**src/rtl/sonar_responder.sv**
```systemverilog
// HC-SR04-style ultrasonic sensor emulator: qualifies a trig pulse, waits a burst delay, then emits an echo.
// Optional macro SONAR_RESPONDER_CLAMP_EN clamps the captured echo width to MAX_ECHO.
module sonar_responder #(
  parameter int unsigned MIN_TRIG    = 100,
  parameter int unsigned BURST_DELAY = 5400,
  parameter int unsigned HOLDOFF     = 1200,
  parameter int unsigned MAX_ECHO    = 456000
) (
  input  logic        clk,
  input  logic        reset,
  input  logic        trig,
  input  logic [31:0] echo_width,
  output logic        echo,
  output logic        busy,
  output logic        trig_err,
  output logic [15:0] pulse_count
);

`ifdef SONAR_RESPONDER_CLAMP_EN
  localparam bit CLAMP_EN = 1'b1;
`else
  localparam bit CLAMP_EN = 1'b0;
`endif

  localparam logic [31:0] MIN_TRIG_W = 32'(MIN_TRIG);
  localparam logic [31:0] BURST_LAST = 32'(BURST_DELAY - 1);
  localparam logic [31:0] HOLD_LAST  = 32'(HOLDOFF - 1);
  localparam logic [31:0] MAX_ECHO_W = 32'(MAX_ECHO);

  typedef enum logic [2:0] {
    ST_IDLE  = 3'd0,
    ST_ARMED = 3'd1,
    ST_BURST = 3'd2,
    ST_ECHO  = 3'd3,
    ST_HOLD  = 3'd4
  } state_t;

  state_t      state_r, state_nxt_s;
  logic        trig_meta_r, trig_s_r;
  logic [31:0] high_cnt_r, high_cnt_nxt_s;
  logic [31:0] phase_r, phase_nxt_s;
  logic [31:0] width_r, width_nxt_s;
  logic [15:0] count_r, count_nxt_s;
  logic        trig_err_r, trig_err_nxt_s;
  logic        echo_r, busy_r;

  function automatic logic [31:0] capture_width(input logic [31:0] req);
    logic [31:0] w;
    if (CLAMP_EN && (req > MAX_ECHO_W)) begin
      w = MAX_ECHO_W;
    end else begin
      w = req;
    end
    return w;
  endfunction

  // Two-flop synchronizer for the asynchronous trig input
  always_ff @(posedge clk or posedge reset) begin
    if (reset) begin
      trig_meta_r <= 1'b0;
      trig_s_r    <= 1'b0;
    end else begin
      trig_meta_r <= trig;
      trig_s_r    <= trig_meta_r;
    end
  end

  // State, counters and registered outputs
  always_ff @(posedge clk or posedge reset) begin
    if (reset) begin
      state_r    <= ST_IDLE;
      high_cnt_r <= 32'd0;
      phase_r    <= 32'd0;
      width_r    <= 32'd0;
      count_r    <= 16'd0;
      trig_err_r <= 1'b0;
      echo_r     <= 1'b0;
      busy_r     <= 1'b0;
    end else begin
      state_r    <= state_nxt_s;
      high_cnt_r <= high_cnt_nxt_s;
      phase_r    <= phase_nxt_s;
      width_r    <= width_nxt_s;
      count_r    <= count_nxt_s;
      trig_err_r <= trig_err_nxt_s;
      // echo trails the ECHO state by one cycle, which gives the extra latency cycle
      echo_r     <= (state_r == ST_ECHO);
      busy_r     <= (state_nxt_s != ST_IDLE);
    end
  end

  // Next-state and counter update logic
  always_comb begin
    state_nxt_s    = state_r;
    high_cnt_nxt_s = high_cnt_r;
    phase_nxt_s    = phase_r;
    width_nxt_s    = width_r;
    count_nxt_s    = count_r;
    trig_err_nxt_s = 1'b0;
    case (state_r)
      ST_IDLE: begin
        if (trig_s_r) begin
          state_nxt_s    = ST_ARMED;
          high_cnt_nxt_s = 32'd1;
        end else begin
          high_cnt_nxt_s = 32'd0;
        end
      end
      ST_ARMED: begin
        if (trig_s_r) begin
          if (high_cnt_r != 32'hFFFF_FFFF) begin
            high_cnt_nxt_s = high_cnt_r + 32'd1;
          end else begin
            high_cnt_nxt_s = high_cnt_r;
          end
        end else if (high_cnt_r >= MIN_TRIG_W) begin
          width_nxt_s    = capture_width(echo_width);
          phase_nxt_s    = 32'd0;
          high_cnt_nxt_s = 32'd0;
          state_nxt_s    = ST_BURST;
        end else begin
          trig_err_nxt_s = 1'b1;
          high_cnt_nxt_s = 32'd0;
          state_nxt_s    = ST_IDLE;
        end
      end
      ST_BURST: begin
        if (phase_r == BURST_LAST) begin
          phase_nxt_s = 32'd0;
          if (width_r == 32'd0) begin
            state_nxt_s = ST_HOLD;
          end else begin
            state_nxt_s = ST_ECHO;
          end
        end else begin
          phase_nxt_s = phase_r + 32'd1;
        end
      end
      ST_ECHO: begin
        if (phase_r == (width_r - 32'd1)) begin
          phase_nxt_s = 32'd0;
          count_nxt_s = count_r + 16'd1;
          state_nxt_s = ST_HOLD;
        end else begin
          phase_nxt_s = phase_r + 32'd1;
        end
      end
      ST_HOLD: begin
        // Holdoff counter saturates; a still-high trig keeps us here until release
        if (phase_r >= HOLD_LAST) begin
          if (!trig_s_r) begin
            phase_nxt_s = 32'd0;
            state_nxt_s = ST_IDLE;
          end else begin
            phase_nxt_s = phase_r;
          end
        end else begin
          phase_nxt_s = phase_r + 32'd1;
        end
      end
      default: begin
        state_nxt_s    = ST_IDLE;
        phase_nxt_s    = 32'd0;
        high_cnt_nxt_s = 32'd0;
      end
    endcase
  end

  assign echo        = echo_r;
  assign busy        = busy_r;
  assign trig_err    = trig_err_r;
  assign pulse_count = count_r;

endmodule

```
**config.mk**
```make
export PLATFORM = sky130hd
export DESIGN_NAME = sonar_responder
export DESIGN_NICKNAME = d
export VERILOG_FILES = /design/src/rtl/sonar_responder.sv
export SDC_FILE = /design/constraint.sdc
export NUM_CORES = 1
export LEC_CHECK = 0
export BUFFER_PORTS_ARGS = -buffer_cell sky130_fd_sc_hd__buf_2
export CAP_MARGIN = 20
export CORE_UTILIZATION = 60
export CTS_BUF_LIST = sky130_fd_sc_hd__clkbuf_8
export DETAILED_ROUTE_END_ITERATION = 6
export GPL_ROUTABILITY_DRIVEN = 0
export PLACE_DENSITY = 0.79
export REMOVE_ABC_BUFFERS = 1
export SYNTH_ARGS = -nofsm -noshare
export SYNTH_HDL_FRONTEND = slang
export SYNTH_SLANG_ARGS = --single-unit
```
**constraint.sdc**
```tcl
create_clock -name clk -period 7.85 [get_ports clk]
set_input_delay 0.3925 -clock clk [delete_from_list [all_inputs] [get_ports clk]]
set_output_delay 0.3925 -clock clk [all_outputs]
set_load 0.02 [all_outputs]
```
==> impl_metrics.toml <==
[outcome]
status = "finished clean"

[grt]
grt_pass1_wl_microns = 29600
grt_pass1_vias = 6265
globalRoute.totalOverflow = 0
grt_max_degree = 71
grt_use_total_pct = 29.6
antenna_found_initial = 0

[logic_synthesis]
synth_top_family_by_area = "simple AND/OR/NAND/NOR gates"
ys_top_cells_by_count = "120 x dfrtp_1, 97 x nand2_1, 84 x nor2_1, 45 x xor2_1, 42 x clkbuf_1"
synth_most_common_cell = "dfrtp_1"
yosys.area_share.simple_pct = 28.0
synth.cell_area_sq_mm = 0.00734
async_reset_ff_share_pct = 100
netlist_instances = 825
yosysWarnings = 0
synth_cell_types = 68
seq_area_frac_synth_pct = 40.9
synth_compound_area_share_pct = 11.3
yosys_register_bits = 120
yosysTopAreaCellShare_pct = 40.9
synth_edf_count = 0
syn_avg_cell_area_sq_um = 8.90
synthTopCellsByArea = "dfrtp_1 41%, xor2_1 5.4%, mux2_2 5.2%"
synth_fa_ha_area_share_pct = 0.852
synth_area_leader_cell = "dfrtp_1"
muxShareOfSynthArea_pct = 5.49
synth-xor-area-share_pct = 9.66
synth-main-ff-cell = "dfrtp_1"

[clocking]
htree_levels = 4
ctsLongestPathBuffers = 2
post_cts_buffers = 0
cts_resized = 0
cts_tree = "built"
clock_sinks = 120
cts_root_buf = "clkbuf_8"
clk_pin_slew_worst_paths_ns = 0.08
numCtsBuffers = 17
clkLatencyLatePin_ns = 0.46
ctsHoldBuffers = 0

[sta]
fmax_mhz = 259
tns_ns = 0
rsz0062_at_grt = "no"
setup_viol = 0
fin_crit_ns = 3.86
finalHoldViolations = 0
slew_headroom_pct = 34.3
final.period_utilization_pct = 49.2
slew_violations = 0
max_slew.worst_pin.slew_ns = 0.984
setup_slack_ns = 3.99
fin_skew_ns = 0.0162

[placement]
dpl.hpwl_microns = 12000
io_buffers = 53
placed_cells = 979
dpl_worst_slack_ns = 4.03
placed_area_sq_mm = 0.00763

[worst_setup_path]
cp.required_ns = 8.19
cp-end-kind = "register"
startpoint = "width_r[0]"
critPathKind = "reg2reg"
reg2reg_from = "width_r[0]"
arrival_ns = 4.20
critPathLaunchType = "register"
cp_max_fo = 16

[finish]
drive_gt1_share_pct = 17.1
nNetsFinal = 891
diodes = 0
fin_area_sq_mm = 0.00804
syn_to_final_growth_pct = 9.56
final_cells = 1010
nFillCells = 951

[drt]
route.antenna.remaining_nets = 0
wl_per_cell_microns = 17.3
drc = 0
drtIter0Drc = 646
vias = 6334
wl_microns = 17500
via_per_inst = 6.27
dr.pass1.iters = 5

[power_and_ir_drop]
p_per_area_mw_per_mm2 = 163
ir_worst_vdd_mv = 0.138
p_leak_nw = 3.38
finalPower_mw = 1.31

[floorplan]
core_sq_mm = 0.0120
initial_core_util_pct = 61.4
io_pins = 54
die_width_microns = 113
fp-row-count = 40
die_area_sq_mm = 0.0127
die_h_microns = 113

[flow_run]
cap_violations = 0

[min_path]
hp-class = "in2async"
-- worst paths after layout --
kind | endpoint | cells past startpoint | slack (ns)
worst max-delay path | pulse_count[8] | 11 | 3.99
min in group clk | trig_meta_r | 1 | 0.04
worst max register to register | pulse_count[8] | 11 | 3.99
max in group asynchronous | width_r[11] | 3 | 6.51
worst min register to register | trig_s_r | 0 | 0.40
worst min-delay path | high_cnt_r[23] | 2 | 0.02
-- area by class of cell --
type / count / area, sq um / share of cell area (%)
Clock buffer: 18 / 248 / 3.08
Clock inverter: 13 / 165 / 2.05
Inverter: 19 / 73.8 / 0.918
Multi-Input combinational cell: 634 / 4060 / 50.5
Sequential cell: 120 / 3000 / 37.3
Tap cell: 147 / 184 / 2.29
Timing Repair Buffer: 59 / 310 / 3.86
-- worst max-delay path, stage by stage, from the launching register on --
cell and delay, ns:
dfrtp_1 0.45, inv_1 0.12, ha_1 0.25, nor3b_2 0.45
nand4_1 0.30, or3_1 0.45, a211oi_1 0.26, nand4_1 0.15
nor4_1 0.36, nand2_2 0.33, or4_1 0.50, xnor2_1 0.14
-- registers in the layout, summed over array words and instances (netlist names) --
| name | cells |
|---|---|
| high_cnt_r | 32 |
| phase_r | 32 |
| width_r | 32 |
| pulse_count | 16 |
| state_r | 3 |
| busy | 1 |
| echo | 1 |
| trig_err | 1 |
| trig_meta_r | 1 |
| trig_s_r | 1 |
-- power by group --
part,switching (mW),total (mW),internal [mW]
clock,0.249,0.595,0.346
sequential,0.0182,0.647,0.629
combinational,0.0383,0.0665,0.0282
total,0.306,1.31,1.00
-- stage by stage --
step / util (%) / hold slack [ns]
after floorplan: - / 0.331
after global placement: 63.8 / 0.381
after detailed placement: 63.8 / 0.381
after CTS: 67.2 / 0.0283
after global routing: 67.2 / 0.0249
final: 67.2 / 0.0183
-- cells in the final DEF (no fill, tap or decap), types with 13 or more instances in the layout --
cell type and count:
nor3_1 29, inv_1 23, nor2_1 83, nand3_1 39, o211ai_1 25, nor4_1 20
o21ai_0 34, nand4_1 21, buf_2 53, a21oi_1 14, nand2b_1 13, nand2_1 97
and3_1 17, dfrtp_1 120, or3_1 16, clkbuf_8 18, xnor2_1 36, xor2_1 45
mux2_2 34
-- logic make-up after synthesis --
family	after synthesis
mux	36
fa+ha+maj	5
flops	120
xor+xnor	81
buf+inv	71
compound gates	120
simple gates	392
-- metal layers --
layer | share of wire (%) | vias to the layer above | GRT usage, %
li1 | - | 2985 | -
met1 | 44 | 3079 | 39.1
met2 | 49 | 231 | 47.1
met3 | 5.5 | 39 | 6.21
met4 | 2.1 | 0 | 13.1
met5 | 0 | - | 0
Note: power is estimated with default switching activity, not from simulation.
